`config.mk`:
```
export PLATFORM = sky130hd
export DESIGN_NAME = hazard_ctrl_flat
export DESIGN_NICKNAME = d
export VERILOG_FILES = /design/src/rtl/hazard_ctrl_pkg.sv /design/src/rtl/hazard_ctrl_if.sv /design/src/rtl/hazard_ctrl_load_use_detect.sv /design/src/rtl/hazard_ctrl.sv /design/src/flat_wrapper.sv
export SDC_FILE = /design/constraint.sdc
export NUM_CORES = 1
export LEC_CHECK = 0
export BUFFER_PORTS_ARGS = -buffer_cell sky130_fd_sc_hd__buf_2
export CAP_MARGIN = 40
export CORE_MARGIN = 2
export CORE_UTILIZATION = 45
export CTS_BUF_LIST = sky130_fd_sc_hd__clkbuf_4
export CTS_CLUSTER_SIZE = 24
export DETAILED_ROUTE_END_ITERATION = 12
export GPL_TIMING_DRIVEN = 0
export PLACE_DENSITY = 0.72
export SLEW_MARGIN = 0
export SYNTH_ARGS = -nofsm -noshare
export SYNTH_HDL_FRONTEND = slang
export SYNTH_SLANG_ARGS = --single-unit
```
`constraint.sdc`:
```
create_clock -name clk -period 2.7 [get_ports clk]
set_input_delay 0.27 -clock clk [delete_from_list [all_inputs] [get_ports clk]]
set_output_delay 0.27 -clock clk [all_outputs]
set_load 0.005 [all_outputs]
```
`src/rtl/hazard_ctrl_pkg.sv`:
```
// rtl/hazard_ctrl_pkg.sv - shared state encodings and constants for the hazard controller
package hazard_ctrl_pkg;

    typedef enum logic {
        HZ_RUN     = 1'b0,
        HZ_MC_WAIT = 1'b1
    } hz_state_t;

    localparam logic [4:0]  INIT_5   = 5'd0;
    localparam logic [31:0] INIT_32  = 32'd0;
    localparam logic [4:0]  REG_ZERO = 5'd0;

endpackage

```
`src/rtl/hazard_ctrl_if.sv`:
```
// rtl/hazard_ctrl_if.sv - pipeline-to-hazard-controller signal bundle
interface hazard_ctrl_if #(
    parameter int CNT_W = 16
);
    logic [4:0]       id_rs_addr;
    logic [4:0]       id_rt_addr;
    logic             id_rs_used;
    logic             id_rt_used;
    logic             id_is_mc;
    logic             exe_is_load;
    logic [4:0]       exe_wr_addr;
    logic             exe_branch_taken;
    logic             mc_done;
    logic             mc_start;
    logic             pc_hold;
    logic             if_id_hold;
    logic             if_id_flush;
    logic             id_exe_pause;
    logic             mc_timeout;
    logic [CNT_W-1:0] stall_cnt;

    // Master is the pipeline side; slave is the hazard controller.
    modport master (
        output id_rs_addr, id_rt_addr, id_rs_used, id_rt_used, id_is_mc,
               exe_is_load, exe_wr_addr, exe_branch_taken, mc_done,
        input  mc_start, pc_hold, if_id_hold, if_id_flush, id_exe_pause,
               mc_timeout, stall_cnt
    );

    modport slave (
        input  id_rs_addr, id_rt_addr, id_rs_used, id_rt_used, id_is_mc,
               exe_is_load, exe_wr_addr, exe_branch_taken, mc_done,
        output mc_start, pc_hold, if_id_hold, if_id_flush, id_exe_pause,
               mc_timeout, stall_cnt
    );
endinterface

```
`src/rtl/hazard_ctrl_load_use_detect.sv`:
```
// rtl/hazard_ctrl_load_use_detect.sv - load-use dependency comparator between ID and EXE
module load_use_detect
    import hazard_ctrl_pkg::*;
(
    input  logic [4:0] i_rs_addr,
    input  logic [4:0] i_rt_addr,
    input  logic       i_rs_used,
    input  logic       i_rt_used,
    input  logic       i_exe_is_load,
    input  logic [4:0] i_exe_wr_addr,
    output logic       o_lu
);
    logic w_rs_hit;
    logic w_rt_hit;

    assign w_rs_hit = i_rs_used && (i_rs_addr == i_exe_wr_addr);
    assign w_rt_hit = i_rt_used && (i_rt_addr == i_exe_wr_addr);

    // Register zero is never a real dependency.
    assign o_lu = i_exe_is_load && (i_exe_wr_addr != REG_ZERO) && (w_rs_hit || w_rt_hit);
endmodule

```
`src/rtl/hazard_ctrl.sv`:
```
// rtl/hazard_ctrl.sv - load-use stall, branch flush and mult/div sequencing for the 5-stage pipeline
module hazard_ctrl
    import hazard_ctrl_pkg::*;
#(
    parameter int MC_TIMEOUT = 64,
    parameter int CNT_W      = 16
) (
    input  logic          clk,
    input  logic          rst,
    hazard_ctrl_if.slave  hz_if
);
    localparam int TO_W = $clog2(MC_TIMEOUT);

    hz_state_t        r_state;
    logic [TO_W-1:0]  r_to_cnt;
    logic             r_mc_timeout;
    logic [CNT_W-1:0] r_stall_cnt;

    logic w_lu;
    logic w_to_hit;
    logic w_start;
    logic w_hold;
    logic w_flush;
    logic w_pause;

    load_use_detect u_lu (
        .i_rs_addr     (hz_if.id_rs_addr),
        .i_rt_addr     (hz_if.id_rt_addr),
        .i_rs_used     (hz_if.id_rs_used),
        .i_rt_used     (hz_if.id_rt_used),
        .i_exe_is_load (hz_if.exe_is_load),
        .i_exe_wr_addr (hz_if.exe_wr_addr),
        .o_lu          (w_lu)
    );

    assign w_to_hit = (r_to_cnt == TO_W'(MC_TIMEOUT - 1)) && !hz_if.mc_done;

    // Mealy decode; everything is gated off while reset is held.
    always_comb begin
        w_start = 1'b0;
        w_hold  = 1'b0;
        w_flush = 1'b0;
        w_pause = 1'b0;
        case (r_state)
            HZ_RUN: begin
                if (hz_if.exe_branch_taken) begin
                    w_flush = 1'b1;
                    w_pause = 1'b1;
                end else if (w_lu) begin
                    w_hold  = 1'b1;
                    w_pause = 1'b1;
                end else if (hz_if.id_is_mc) begin
                    w_start = 1'b1;
                    w_hold  = 1'b1;
                    w_pause = 1'b1;
                end
            end
            HZ_MC_WAIT: begin
                if (!hz_if.mc_done && !w_to_hit) begin
                    w_hold  = 1'b1;
                    w_pause = 1'b1;
                end
            end
            default: ;
        endcase
        if (!rst) begin
            w_start = 1'b0;
            w_hold  = 1'b0;
            w_flush = 1'b0;
            w_pause = 1'b0;
        end
    end

    always_ff @(posedge clk or negedge rst) begin
        if (!rst) begin
            r_state      <= HZ_RUN;
            r_to_cnt     <= '0;
            r_mc_timeout <= 1'b0;
            r_stall_cnt  <= '0;
        end else begin
            case (r_state)
                HZ_RUN: begin
                    if (w_start) begin
                        r_state  <= HZ_MC_WAIT;
                        r_to_cnt <= '0;
                    end
                end
                HZ_MC_WAIT: begin
                    if (hz_if.mc_done) begin
                        r_state <= HZ_RUN;
                    end else if (w_to_hit) begin
                        r_state      <= HZ_RUN;
                        r_mc_timeout <= 1'b1;
                    end else begin
                        r_to_cnt <= r_to_cnt + 1'b1;
                    end
                end
                default: r_state <= HZ_RUN;
            endcase
            if (w_hold && (r_stall_cnt != {CNT_W{1'b1}})) begin
                r_stall_cnt <= r_stall_cnt + 1'b1;
            end
        end
    end

    assign hz_if.mc_start     = w_start;
    assign hz_if.pc_hold      = w_hold;
    assign hz_if.if_id_hold   = w_hold;
    assign hz_if.if_id_flush  = w_flush;
    assign hz_if.id_exe_pause = w_pause;
    assign hz_if.mc_timeout   = r_mc_timeout;
    assign hz_if.stall_cnt    = r_stall_cnt;
endmodule
```
`src/flat_wrapper.sv`:
```
// flat-port wrapper written by rule: the top's interface ports become plain ports
module hazard_ctrl_flat import hazard_ctrl_pkg::*;
#(
    parameter int MC_TIMEOUT = 64,
    parameter int CNT_W      = 16
)
  (clk, rst, hz_if_id_rs_addr, hz_if_id_rt_addr, hz_if_id_rs_used, hz_if_id_rt_used, hz_if_id_is_mc, hz_if_exe_is_load, hz_if_exe_wr_addr, hz_if_exe_branch_taken, hz_if_mc_done, hz_if_mc_start, hz_if_pc_hold, hz_if_if_id_hold, hz_if_if_id_flush, hz_if_id_exe_pause, hz_if_mc_timeout, hz_if_stall_cnt);
  hazard_ctrl_if #(.CNT_W(CNT_W)) hz_if_i ();
  input  logic clk;
  input  logic rst;
  input wire logic [$bits(hz_if_i.id_rs_addr)-1:0] hz_if_id_rs_addr;
  input wire logic [$bits(hz_if_i.id_rt_addr)-1:0] hz_if_id_rt_addr;
  input wire logic [$bits(hz_if_i.id_rs_used)-1:0] hz_if_id_rs_used;
  input wire logic [$bits(hz_if_i.id_rt_used)-1:0] hz_if_id_rt_used;
  input wire logic [$bits(hz_if_i.id_is_mc)-1:0] hz_if_id_is_mc;
  input wire logic [$bits(hz_if_i.exe_is_load)-1:0] hz_if_exe_is_load;
  input wire logic [$bits(hz_if_i.exe_wr_addr)-1:0] hz_if_exe_wr_addr;
  input wire logic [$bits(hz_if_i.exe_branch_taken)-1:0] hz_if_exe_branch_taken;
  input wire logic [$bits(hz_if_i.mc_done)-1:0] hz_if_mc_done;
  output wire logic [$bits(hz_if_i.mc_start)-1:0] hz_if_mc_start;
  output wire logic [$bits(hz_if_i.pc_hold)-1:0] hz_if_pc_hold;
  output wire logic [$bits(hz_if_i.if_id_hold)-1:0] hz_if_if_id_hold;
  output wire logic [$bits(hz_if_i.if_id_flush)-1:0] hz_if_if_id_flush;
  output wire logic [$bits(hz_if_i.id_exe_pause)-1:0] hz_if_id_exe_pause;
  output wire logic [$bits(hz_if_i.mc_timeout)-1:0] hz_if_mc_timeout;
  output wire logic [$bits(hz_if_i.stall_cnt)-1:0] hz_if_stall_cnt;
  assign hz_if_i.id_rs_addr = hz_if_id_rs_addr;
  assign hz_if_i.id_rt_addr = hz_if_id_rt_addr;
  assign hz_if_i.id_rs_used = hz_if_id_rs_used;
  assign hz_if_i.id_rt_used = hz_if_id_rt_used;
  assign hz_if_i.id_is_mc = hz_if_id_is_mc;
  assign hz_if_i.exe_is_load = hz_if_exe_is_load;
  assign hz_if_i.exe_wr_addr = hz_if_exe_wr_addr;
  assign hz_if_i.exe_branch_taken = hz_if_exe_branch_taken;
  assign hz_if_i.mc_done = hz_if_mc_done;
  assign hz_if_mc_start = hz_if_i.mc_start;
  assign hz_if_pc_hold = hz_if_i.pc_hold;
  assign hz_if_if_id_hold = hz_if_i.if_id_hold;
  assign hz_if_if_id_flush = hz_if_i.if_id_flush;
  assign hz_if_id_exe_pause = hz_if_i.id_exe_pause;
  assign hz_if_mc_timeout = hz_if_i.mc_timeout;
  assign hz_if_stall_cnt = hz_if_i.stall_cnt;
  hazard_ctrl #(.MC_TIMEOUT(MC_TIMEOUT), .CNT_W(CNT_W)) u_core (.clk(clk), .rst(rst), .hz_if(hz_if_i));
endmodule
```
==> summary.md <==
| Metric | Value |
|---|---|
| Outcome | `completed` |
| Post-Route Skew | `0.00976 ns` |
| Hold crit path type | `primary input to flip-flop` |
| Cell with the most instances after synthesis | `dfrtp_1` |
| Clk_lat worst skew | `between 0.3 and 0.4 ns` |
| Initial core utilization | `about 46%` |
| Crit. Startpoint | `rst` |
| Slew of the pin with the lowest slew margin | `0.585 ns` |
| GRT Total Usage | `a little under a fifth` |
| Fmax | `0.417 GHz` |
| Placed cell count | `206` |
| Pwr Total | `a little over 0.9 mW` |
| Routed vias | `1144` |
| Clock buffers created by TritonCTS | `3` |
| Sum Neg Setup Slack | `0 ns` |
| Mapped cell area | `around 1400 um^2` |
| Hpwl dp | `approximately 2300 um` |
| Power Density | `542 nW/um^2` |
| RSZ-0062 raised after global routing | `false` |
| Clock-pin slew on the worst setup and hold paths | `approximately 0.13 ns` |
| GRT overflow | `0` |
| Chip width | `between 50 and 60 um` |
| Synth-to-layout area growth | `23.3%` |
| First-pass GRT wire length | `between 5000 and 6000 um` |
| IO buf count | `44` |
| YS warnings | `0` |
| GPL Wtd Cong | `between 0.6 and 0.7` |
| Crit path max fanout | `28` |
| Critical Path Sink Type | `output port` |
| Nets | `204` |
| Mean cell area of the mapped netlist | `between 10 and 15 um^2` |
| Register area share after synthesis | `~43%` |
| Sink Count | `24` |
| CTS tree | `done` |
| VDD IR max | `between 300 and 400 uV` |
| WHS | `approximately 0.3 ns` |
| Post-synth EDFFs | `0` |
| Worst endpoint required time | `about 2.4 ns` |
| Top_reg_cell synth | `dfrtp_1` |
| # setup viols final | `0` |
| Max Root-Sink Buffers | `2` |
| Top Ports | `45` |
| Syn Nets | `154` |
| Slew headroom | `61.0%` |
| CP Launch Type | `primary input` |
| Antenna violations before repair | `0` |
| Vias per cell | `5.42` |
| Core Area | `about 3000 um^2` |
| Worst EP arrival | `between 2 and 2.5 ns` |
| Leading area contributor after synthesis | `dfrtp_1` |
| Top cells by count, synth | `dfrtp_1 (24), xnor2_1 (22), nand2_1 (11)` |
| Fin cells | `~210` |
| Distinct cell type count after synthesis | `33` |
| Largest net degree at the start of global routing | `29` |
| Number of global-route vias before repair | `1144` |
| Synth top area cells | `dfrtp_1 (43%), xnor2_1 (14%), nand4_1 (4.1%)` |
| Ys async rst share | `100%` |
| Clock root buffer master | `clkbuf_4` |
| Drt total wl | `a little under 3000 um` |
| Detailed Routing Iterations Pass 1 | `4` |
| Fin. max-slew vios | `0` |
| Leakage power | `around 0.83 nW` |
| H-tree levels | `1` |
| Routed WL per cell | `between 10 and 15 um` |
| Flops & latches, synth | `24` |
| Final core occ | `about 57%` |
| Hold path start | `hz_if_mc_done` |
| MaxCap Viol Count | `0` |
| Fin crit period | `between 2 and 2.5 ns` |
| Final period util | `between 80% and 90%` |
| Final Hold Fails | `0` |
| Yosys top cell area share | `around 43%` |
| Share of layout cells above drive strength 1 | `between 30% and 40%` |
| WS Path Type | `primary input to output port` |
| Post-route DRC | `0` |
| Initial DRC Count | `25` |
| Num rows | `20` |
| Antenna viol nets, final | `0` |
| Worst r2r src | `u_core.hz_if.stall_cnt[0]` |
| Chip Height | `roughly 60 um` |
| Die Footprint | `3550 um^2` |
| Cells after Synth | `between 100 and 150` |
| N_diodes | `0` |
[registers in the layout, summed over array words and instances, names as in the netlist]
name	flops
u_core.hz_if.mc_timeout	1
u_core.r_to_cnt	6
u_core.hz_if.stall_cnt	16
u_core.r_state	1
[metrics by stage]
step / cell area (um^2) / setup slack [ns]
finish: 1710 / 0.299
global route: 1710 / 0.116
CTS: 1710 / 0.225
detailed placement: 1650 / 0.446
global placement: 1650 / 0.495
floorplan: 1390 / 0.673
[cell usage in the layout, fill, tap and decap left out, types with 2 or more instances in the layout]
cell type   n
o21ai_0     2
nand2b_1    3
clkbuf_4    3
and4_2      2
inv_1       2
mux2_2      2
nor2_1      9
and3_1      5
xnor2_1    22
nand4_1     9
ha_1        2
and4_1      2
buf_2      44
nand3_2     3
nor3_1      2
xor2_1      5
nand2_1    11
dfrtp_1    24
nand3_1     8
[kinds of logic after synthesis]
logic type / synth area share (%)
xor gates and xnor gates: 18.2
muxes: 2.34
adders and majority gates: 1.80
DFF: 43.2
and+or+nand+nor: 24.2
buffers and inverters: 1.89
AOI/OAI and AO/OA: 8.29
[power breakdown]
group	internal (mW)	leakage, nW	switching [mW]
combinational	0.102	0.474	0.0896
sequential	0.403	0.325	0.0707
clock	0.150	0.0279	0.112
[metal layers]
metal  track usage [%]  wire length, um  part of all wire [%]
met5                 0                0                     0
met2              32.7             1510                    52
met4              3.17               13                  0.44
met1              23.6             1300                    44
met3              5.24              115                   3.9
[critical path, stage by stage]
cell and delay [ns]:
dlygate4sd3_1 0.52, buf_2 0.48, nand3_1 0.16, a311oi_2 0.49, buf_2 0.21
[timing repair]
item                                   in CTS  in global routing
hold buffers                                1                  0
buffers inserted                            0                  0
resized for setup                           0                  0
endpoints found under the hold margin      24                  0
[layout make-up]
type	instances	area, um^2
flip-flops and latches	24	601
well taps	33	41.3
plain buffers	2	18.8
clock buffers	3	22.5
multi-input cells	101	762
fillers	282	1290
repair buffers	45	230
inverters	2	7.51
clock inverters	1	30.0
[worst paths after layout]
kind / endpoint / slack, ns / cells after the start
max in group asynchronous: u_core.hz_if.mc_timeout / 1.85 / 2
min in group asynchronous: u_core.hz_if.stall_cnt[13] / 0.47 / 2
hold / removal: u_core.hz_if.mc_timeout / 0.29 / 3
setup / recovery: hz_if_mc_start / 0.30 / 5
setup reg to reg: u_core.hz_if.stall_cnt[4] / 0.44 / 7
hold reg to reg: u_core.hz_if.mc_timeout / 0.49 / 1
Power figures use the tool's default switching activity.
